File: src/rtl/adder_arbiter.sv
// rtl/adder_arbiter.sv - shares one external adder between NUM_REQ requesters
// Define ADDER_ARB_FIXED_PRIO_EN for fixed lowest-index priority instead of round-robin.
module adder_arbiter #(
    parameter int WIDTH   = 8,
    parameter int NUM_REQ = 4,
    parameter int ADD_LAT = 1
) (
    input  logic                     clk,
    input  logic                     rst,
    input  logic [NUM_REQ-1:0]       req_valid,
    output logic [NUM_REQ-1:0]       req_ready,
    input  logic [NUM_REQ*WIDTH-1:0] req_a,
    input  logic [NUM_REQ*WIDTH-1:0] req_b,
    output logic [NUM_REQ-1:0]       rsp_valid,
    input  logic [NUM_REQ-1:0]       rsp_ready,
    output logic [WIDTH-1:0]         rsp_sum,
    output logic                     rsp_carry,
    output logic                     add_rstn,
    output logic [WIDTH-1:0]         add_a,
    output logic [WIDTH-1:0]         add_b,
    input  logic [WIDTH-1:0]         add_sum,
    input  logic                     add_carry
);

    localparam int IDX_W = (NUM_REQ > 1) ? $clog2(NUM_REQ) : 1;
    localparam int CNT_W = $clog2(ADD_LAT + 1);

    typedef enum logic [1:0] {S_IDLE, S_WAIT, S_RESP} state_t;

    state_t             state_q, state_d;
    logic [IDX_W-1:0]   grant_q, grant_d;
    logic [CNT_W-1:0]   cnt_q, cnt_d;
    logic [WIDTH-1:0]   add_a_q, add_a_d, add_b_q, add_b_d;
    logic [WIDTH-1:0]   rsp_sum_q, rsp_sum_d;
    logic               rsp_carry_q, rsp_carry_d;
    logic               add_rstn_q;

    logic               found;
    logic [IDX_W-1:0]   win;
    logic [WIDTH-1:0]   sel_a, sel_b;

`ifndef ADDER_ARB_FIXED_PRIO_EN
    logic [IDX_W-1:0]   ptr_q, ptr_d;
    logic [IDX_W:0]     rr_sum;
    logic [IDX_W-1:0]   rr_idx;
`endif

    always_comb begin
        found = 1'b0;
        win   = '0;
`ifdef ADDER_ARB_FIXED_PRIO_EN
        for (int i = 0; i < NUM_REQ; i++) begin
            if (!found && req_valid[i]) begin
                found = 1'b1;
                win   = IDX_W'(i);
            end
        end
`else
        rr_sum = '0;
        rr_idx = '0;
        // Search starts at the pointer and wraps modulo NUM_REQ.
        for (int i = 0; i < NUM_REQ; i++) begin
            rr_sum = {1'b0, ptr_q} + (IDX_W+1)'(i);
            if (rr_sum >= (IDX_W+1)'(NUM_REQ)) begin
                rr_sum = rr_sum - (IDX_W+1)'(NUM_REQ);
            end
            rr_idx = rr_sum[IDX_W-1:0];
            if (!found && req_valid[rr_idx]) begin
                found = 1'b1;
                win   = rr_idx;
            end
        end
`endif
        sel_a = '0;
        sel_b = '0;
        for (int i = 0; i < NUM_REQ; i++) begin
            if (win == IDX_W'(i)) begin
                sel_a = req_a[i*WIDTH +: WIDTH];
                sel_b = req_b[i*WIDTH +: WIDTH];
            end
        end
    end

    always_comb begin
        state_d     = state_q;
        grant_d     = grant_q;
        cnt_d       = cnt_q;
        add_a_d     = add_a_q;
        add_b_d     = add_b_q;
        rsp_sum_d   = rsp_sum_q;
        rsp_carry_d = rsp_carry_q;
`ifndef ADDER_ARB_FIXED_PRIO_EN
        ptr_d       = ptr_q;
`endif
        case (state_q)
            S_IDLE: begin
                if (found) begin
                    add_a_d = sel_a;
                    add_b_d = sel_b;
                    grant_d = win;
                    cnt_d   = CNT_W'(ADD_LAT);
                    state_d = S_WAIT;
`ifndef ADDER_ARB_FIXED_PRIO_EN
                    ptr_d   = (win == IDX_W'(NUM_REQ - 1)) ? '0 : win + 1'b1;
`endif
                end
            end
            S_WAIT: begin
                if (cnt_q == CNT_W'(1)) begin
                    rsp_sum_d   = add_sum;
                    rsp_carry_d = add_carry;
                    state_d     = S_RESP;
                end else begin
                    cnt_d = cnt_q - 1'b1;
                end
            end
            S_RESP: begin
                if (rsp_ready[grant_q]) begin
                    state_d = S_IDLE;
                end
            end
            default: state_d = S_IDLE;
        endcase
    end

    always_ff @(posedge clk) begin
        if (rst) begin
            state_q     <= S_IDLE;
            grant_q     <= '0;
            cnt_q       <= '0;
            add_a_q     <= '0;
            add_b_q     <= '0;
            rsp_sum_q   <= '0;
            rsp_carry_q <= 1'b0;
            add_rstn_q  <= 1'b0;
`ifndef ADDER_ARB_FIXED_PRIO_EN
            ptr_q       <= '0;
`endif
        end else begin
            state_q     <= state_d;
            grant_q     <= grant_d;
            cnt_q       <= cnt_d;
            add_a_q     <= add_a_d;
            add_b_q     <= add_b_d;
            rsp_sum_q   <= rsp_sum_d;
            rsp_carry_q <= rsp_carry_d;
            add_rstn_q  <= 1'b1;
`ifndef ADDER_ARB_FIXED_PRIO_EN
            ptr_q       <= ptr_d;
`endif
        end
    end

    always_comb begin
        for (int i = 0; i < NUM_REQ; i++) begin
            req_ready[i] = !rst && (state_q == S_IDLE) && found && (win == IDX_W'(i));
            rsp_valid[i] = (state_q == S_RESP) && (grant_q == IDX_W'(i));
        end
    end

    assign rsp_sum   = rsp_sum_q;
    assign rsp_carry = rsp_carry_q;
    assign add_a     = add_a_q;
    assign add_b     = add_b_q;
    assign add_rstn  = add_rstn_q;

endmodule
File: config.mk
export PLATFORM = sky130hd
export DESIGN_NAME = adder_arbiter
export DESIGN_NICKNAME = d
export VERILOG_FILES = /design/src/rtl/adder_arbiter.sv
export SDC_FILE = /design/constraint.sdc
export NUM_CORES = 1
export LEC_CHECK = 0
export CAP_MARGIN = 5
export CORE_MARGIN = 5
export CORE_UTILIZATION = 30
export DETAILED_ROUTE_END_ITERATION = 8
export GPL_TIMING_DRIVEN = 1
export PLACE_DENSITY = 0.69
export SYNTH_ARGS = -nofsm -noshare
export SYNTH_HDL_FRONTEND = slang
export SYNTH_SLANG_ARGS = --single-unit
File: constraint.sdc
create_clock -name clk -period 3.4 [get_ports clk]
set_input_delay 0.68 -clock clk [delete_from_list [all_inputs] [get_ports clk]]
set_output_delay 0.68 -clock clk [all_outputs]
set_load 0.005 [all_outputs]
# Yosys cells after proc, flatten, opt, wreduce, memory -nomap -nowiden
# Cells that the tools add are included.
# totals
inputBits,83
reg_bits,33
# op_classes
magnitude_cmp,9
n_mux,39
n_reduce_logical,25
add_sub_neg,9
eq_ne,11
# ops
op,count
$mux 8,8
$mux 2,12
$lt 2x3->1 const B,5
$logic_and 1x1->1,13
$mux 1,12
$bmux 1 s2,5
$eq 2x2->1 const B,5
$ge 3x3->1 const B,3
$sub 2x1->2 const B,4
$add 2x2->3 const B,2
$eq 2x1->1 const B,3
$logic_not 2->1,3
$ne 2x2->1 const B,3
$pmux 2 s3,1
$reduce_and 2->1,3
$logic_not 1->1,4
$add 2x1->3 const B,1
$ge 2x3->1 const B,1
$reduce_and 3->1,1
$add 2x1->2 const B,1
$pmux 1 s2,1
$reduce_bool 2->1,1
$sub 1x1->1 const B,1

# Logic depth before layout (Yosys ltp)
# Gate-level depths: netlist of run 1.
# logic_depth
depth_word,19
mapped_depth,11

# Worst setup path after synthesis of run 1
# Ideal clock, no wire load.
# synth_timing
path_kind,input -> output
startpoint,in req_valid[1]
endpoint,out req_ready[3]
path_slack_ns,0.382
required_ns,2.720
arrival_ns,2.338
stages,8
path_cell_list,and2b_2 a21boi_0 o32ai_1 inv_1 ha_1 clkbuf_4 dlygate4sd1_1 and3_1
# synth_between
elab_chain_cells,14
elab_cells_between_ends,25
# synth_lines
element,line_no,rtl
start: declaration,10,"input logic [NUM_REQ-1:0] req_valid,"
$bmux 1 s2,68,if (!found && req_valid[rr_idx]) begin
$mux 1 (implied by the code),68,
$mux 1,68,
$logic_not 1->1,68,
$logic_and 1x1->1,68,
$mux 1,68,
$logic_not 1->1,68,
$logic_and 1x1->1,68,
$mux 1,68,
$logic_not 1->1,68,
$logic_and 1x1->1,68,
$mux 2 *,68,
net win[1],39,logic [IDX_W-1:0] win;
$eq 2x2->1 *,156,req_ready[i] = !rst && (state_q == S_IDLE) && found && (win == IDX_W'(i));
$logic_and 1x1->1 *,156,
end: declaration,11,"output logic [NUM_REQ-1:0] req_ready,"
# Mark *: on every way through the listed nets, which the timed path passes. The rest lies on a longest branch. The select of a mux whose other input is x is not followed.

# Worst setup path in the final report of run 1
# layout_timing
startpoint,in req_valid[1]
endpoint,out req_ready[2]
# Same word-level chain as after synthesis.

==> metrics.cfg, run 1 <==
[routing]
firstDrtPassIters = 4
drc = 0
wl_per_cell_um = 14.2
postRouteAntennaNets = 0
viasPerCell = 4.85
totalWireLength_um = 6420
first_iter_violations = 63
num_vias = 2194

[min_path]
hold_depth = 2
hold_path.class = reg -> reg

[placement]
dpl_worst_slack_ns = -0.0533
io_buffer_count = 116
gp_congestion = 0.806
dp_hpwl_um = 4670
place_area_um2 = 3070
dp.cells = 440

[cells_and_area]
layout.nets = 461
area_growth_pct = 69.1
drive_above_1_share = 0.0747
multi_input_area_um2 = 1030
fin_util = 0.512
fillers = 632
ff_latch_area_um2 = 661
design_area_um2 = 3200
antenna_cells = 0
fin_cells = 452

[timing]
maxSlewViolCount = 0
max_slew_margin = 0.587
finalHoldViolations = 0
worst_slew_pin_slew_ns = 0.617
period_share = 0.980
tns_ns = 0
fin_crit_ns = 3.33
setup_slack_ns = 0.0677
max_freq_ghz = 0.300
skew_ns = 0.00265
finalSetupViolations = 0
hold_slack_ns = 0.454

[clocking]
cts_buffer_depth = 2
numCtsBuffers = 5
clockRootBuffer = clkbuf_8
clock_latency_ns = 0.28
cts.sinks = 33
clk_pin_slew_ns = 0.07
cts_tree = yes
htreeDepth = 2
holdBufCountCts = 0

[synth]
syn_area_per_cell_um2 = 7.30
synth_edf_count = 0
ys.flop_type = dfxtp_1
synth_cells = 259
synth-seq-area-share = 0.349
synth_area_um2 = 1890
syn_nets = 346
ys_async_sr_fraction = 0
synth-warning-count = 0
ys_types = 33
synth-seq-cells = 33

[pwr]
p_total_mw = 1.29
ir_drop_mv = 0.251
power_leakage_nw = 1.30
powerDensity_nw_per_um2 = 405

[floorplanning]
initial_core_util = 0.303
die_y_um = 89.4
core_area_um2 = 6240
die_w_um = 89.4
die_area_um2 = 7990
num_rows = 29
num_io_pins = 117

[global_route]
grt_pass1_vias = 2128
overflow = 0
grt_max_degree = 35
grt_pass1_wl_um = 10100
grtUsageTotal = 0.158
antenna_found_initial = 0

[worst_setup_path]
critPathCaptureType = primary output
crit_arrival_ns = 2.65
crit_type = in -> out
rr_worst_depth = 11
start_kind = input port
path_max_fanout = 2
critPathRequiredTime_ns = 2.72

[job]
drv_cap = 0

[status]
status = finished clean

==> layout make-up <==
cell class / count / share of cell area
inverter: 19 / 0.0223
tap: 77 / 0.0301
multi-input combinational: 186 / 0.322
timing repair buffer: 129 / 0.393
sequential: 33 / 0.207
clock inverter: 2 / 0.00313
clock buffer: 6 / 0.0227
==> critical path, stage by stage <==
cell             delay, ns
clkdlybuf4s50_1       0.48
and2b_2               0.22
a21boi_0              0.12
o32ai_1               0.28
buf_4                 0.16
buf_4                 0.10
inv_1                 0.05
ha_2                  0.17
and3_1                0.13
dlygate4sd2_1         0.26
==> registers in the layout, indices dropped and copies added (netlist names) <==
| signal | count |
|---|---|
| add_rstn | 1 |
| state_q | 2 |
| ptr_q | 2 |
| add_b | 8 |
| cnt_q | 1 |
| rsp_carry | 1 |
| add_a | 8 |
| rsp_sum | 8 |
| grant_q | 2 |
==> repair_timing <==
action,4_1_cts,5_1_grt
buffers inserted,2,2
pin swaps,1,1
resized for setup,4,3
endpoints found under the setup margin,4,3
==> logic make-up (layout without fill, tap and decap cells) <==
logic type	after synthesis	after routing	synth area share
DFF	33	33	0.349
muxes	1	1	0.0119
AOI/OAI and AO/OA	114	114	0.332
and+or+nand+nor	67	67	0.167
adders and majority gates	4	4	0.0265
buffers and inverters	40	156	0.113
==> layout by cell type (no fill, tap or decap), types with 8 or more instances in the layout <==
cell type	n
buf_4	13
o21ai_0	33
clkdlybuf4s50_1	112
a21oi_1	59
a22oi_1	16
inv_1	19
dfxtp_1	33
nand2_1	38
nor2_1	8
==> synthesized netlist by cell type, types with 2 or more instances <==
cell type / count / area [um^2]
nand2_1: 38 / 143
o21ai_0: 33 / 165
nor2_1: 8 / 30.0
nor2b_1: 3 / 18.8
buf_4: 2 / 15.0
a21oi_1: 59 / 295
dfxtp_1: 33 / 661
clkbuf_8: 2 / 27.5
clkbuf_1: 12 / 45.0
a22oi_1: 16 / 120
nor3_1: 3 / 15.0
ha_1: 4 / 50.1
nor3b_1: 3 / 22.5
and3_1: 5 / 31.3
buf_6: 2 / 22.5
inv_1: 19 / 71.3
==> path summary, 6_finish.rpt <==
kind,startpoint,endpoint,slack (ns)
hold / removal,rsp_sum[6],rsp_sum[6],0.45
setup reg to reg,ptr_q[1],add_a[4],1.23
setup / recovery,req_valid[1],req_ready[2],0.07
hold reg to reg,rsp_sum[6],rsp_sum[6],0.45
==> layer usage <==
layer / global-route usage / up-vias / routed length, um
li1: - / 1126 / -
met1: 0.195 / 991 / 2740
met2: 0.269 / 68 / 3070
met3: 0.0424 / 9 / 525
met4: 0.0474 / 0 / 85
met5: 0 / - / 0
==> power by group <==
group	internal (mW)	switching, mW	leakage (nW)
registers	0.438	0.0310	0.273
clock network	0.142	0.142	0.0450
logic	0.292	0.249	0.985
Note: power is estimated with default switching activity, not from simulation.
==> run 2: changes to the inputs <==
--- a/config.mk
+++ b/config.mk
@@ -8,6 +8,7 @@
 export CAP_MARGIN = 5
 export CORE_MARGIN = 5
 export CORE_UTILIZATION = 30
+export CTS_BUF_LIST = sky130_fd_sc_hd__clkbuf_8
 export DETAILED_ROUTE_END_ITERATION = 8
 export GPL_TIMING_DRIVEN = 1
 export PLACE_DENSITY = 0.69
==> constraint.sdc (replaced) <==
create_clock -name clk -period 3.38 [get_ports clk]
set_input_delay 0.676 -clock clk [delete_from_list [all_inputs] [get_ports clk]]
set_output_delay 0.676 -clock clk [all_outputs]
set_load 0.005 [all_outputs]
==> metrics.cfg, run 2 (synthesis results as in run 1) <==
[clocking]
holdBufCountCts = 0  ; unchanged
clock_latency_ns = 0.28  ; about the same
cts.sinks = 33  ; unchanged
cts_tree = yes  ; unchanged
clockRootBuffer = clkbuf_8  ; unchanged
clk_pin_slew_ns = 0.07  ; about the same
htreeDepth = 2  ; unchanged
numCtsBuffers = 5  ; unchanged
cts_buffer_depth = 2  ; unchanged

[min_path]
worstHoldStart = rsp_sum[7]  ; was rsp_sum[6]
hold_path.class = reg -> reg  ; unchanged

[floorplanning]
core_area_um2 = 6240  ; unchanged
num_io_pins = 117  ; unchanged
num_rows = 29  ; unchanged
initial_core_util = 0.303  ; unchanged
die_y_um = 89.4  ; unchanged
die_w_um = 89.4  ; unchanged
die_area_um2 = 7990  ; unchanged

[cells_and_area]
layout_commonest_cell = clkdlybuf4s50_1  ; unchanged
antenna_cells = 0  ; unchanged
drive_above_1_share = 0.0827  ; was 0.0747
fin_cells = 452  ; unchanged
layout.nets = 461  ; unchanged
area_growth_pct = 70.7  ; was 69.1%
fillers = 618  ; was 632
layout_common_cells = clkdlybuf4s50_1 (112), a21oi_1 (59), nand2_1 (38)  ; unchanged

[timing]
maxSlewViolCount = 0  ; unchanged
period_share = 0.971
fin_crit_ns = 3.28
hold_slack_ns = 0.455  ; was 0.454 ns
max_freq_ghz = 0.305
max_slew_margin = 0.573  ; was 0.587
finalHoldViolations = 0  ; unchanged
worst_slew_pin_slew_ns = 0.638  ; was 0.617 ns
finalSetupViolations = 0  ; unchanged
skew_ns = 0.00390  ; was 0.00265 ns
tns_ns = 0  ; unchanged
rsz0062_at_grt = false

[worst_setup_path]
crit_type = in -> out  ; unchanged
start_kind = input port  ; unchanged
path_max_fanout = 3  ; was 2
critPathBufInv = 4  ; was 5
worstReg2RegStart = ptr_q[1]  ; unchanged
critical_path.startpoint = req_valid[1]  ; unchanged
max_stage_delay_ns = 0.48  ; about the same
crit_top_cell = buf_4  ; unchanged
critPathCaptureType = primary output  ; unchanged
crit_arrival_ns = 2.61  ; was 2.65 ns
critical_path.cell_chain = clkdlybuf4s50_1 > and2b_2 > a21boi_1 > o32ai_2 > buf_4 > buf_4 > ha_1 > and3_1 > dlygate4sd2_1  ; was clkdlybuf4s50_1 > and2b_2 > a21boi_0 > o32ai_1 > buf_4 > buf_4 > inv_1 > ha_2 > and3_1 > dlygate4sd2_1
critPathRequiredTime_ns = 2.70  ; was 2.72 ns
cp_top_family = buffers and inverters  ; unchanged
slowest_stage = clkdlybuf4s50_1  ; unchanged

[global_route]
grt_pass1_vias = 2132  ; was 2,128
overflow = 0  ; unchanged
grt_max_degree = 35  ; unchanged
antenna_found_initial = 0  ; unchanged
grtUsageTotal = 0.159  ; was 0.158
grt_pass1_wl_um = 10200  ; was 10,100 um

[status]
status = finished clean  ; unchanged

[routing]
dr_wl_met3_um = 547  ; was 525 um
met2_length_um = 3010  ; was 3070 um
num_vias = 2159  ; was 2,194
totalWireLength_um = 6410  ; was 6420 um
wl_per_cell_um = 14.2  ; about the same
postRouteAntennaNets = 0  ; unchanged
dr.max_layer_used = met4  ; unchanged
drc = 0  ; unchanged
firstDrtPassIters = 4  ; unchanged
first_iter_violations = 69  ; was 63
viasPerCell = 4.78  ; was 4.85
met1_length_um = 2760  ; was 2740 um

[pwr]
powerDensity_nw_per_um2 = 431  ; was 405 nW/um^2
ir_drop_mv = 0.263  ; was 0.251 mV
p_total_mw = 1.39  ; was 1.29 mW
power_leakage_nw = 1.30  ; about the same

[job]
drv_cap = 0  ; unchanged

[placement]
dp_hpwl_um = 4650  ; was 4670 um
io_buffer_count = 116  ; unchanged
gp_congestion = 0.808  ; was 0.806
dp.cells = 440  ; unchanged

## run 2: final cells by class
cell class                 instances  area [um^2]  area share
inverter                          19         71.3      0.0221
sequential                        33          661       0.205
timing repair buffer             129         1250       0.386
clock buffer                       6         82.6      0.0256
clock inverter                     2         33.8      0.0105
tap                               77         96.3      0.0299
multi-input combinational        186         1040       0.321
## run 2: timing repair
item	CTS	global route
endpoints found under the hold margin	0	0
endpoints found under the setup margin	4	3
buffers inserted	2	2
resized for setup	5	8
pin swaps	1	1
## run 2: routing by layer
metal,GRT usage,vias to the layer above
li1,-,1129
met3,0.0498,10
met1,0.198,956
met5,0,-
met2,0.265,64
met4,0.0487,0
## run 2: final timing paths
| check | slack (ns) | end | cells after the start |
|---|---|---|---|
| setup / recovery | 0.1 | req_ready[1] | 9 |
| hold reg to reg | 0.45 | rsp_sum[7] | 2 |
| hold / removal | 0.45 | rsp_sum[7] | 2 |
| setup reg to reg | 1.22 | add_b[6] | 11 |
## run 2: per-stage QoR
stage	cell area, um^2	util	worst slack [ns]
floorplan	1890	-	0.370
global placement	3070	0.493	-0.0291
detailed placement	3070	0.493	-0.0762
CTS	3210	0.514	0.0460
global route	3230	0.517	0.0255
finish	3230	0.517	0.0965
## run 2: worst min-delay path, stage by stage (launching register included)
cell	delay, ns
dfxtp_1	0.31
nand2_1	0.05
a21oi_1	0.05
## run 2: power by group
part           internal [mW]  total (mW)  switching [mW]
Clock                  0.237       0.375           0.138
Combinational          0.294       0.545           0.250
Sequential             0.440       0.472          0.0322
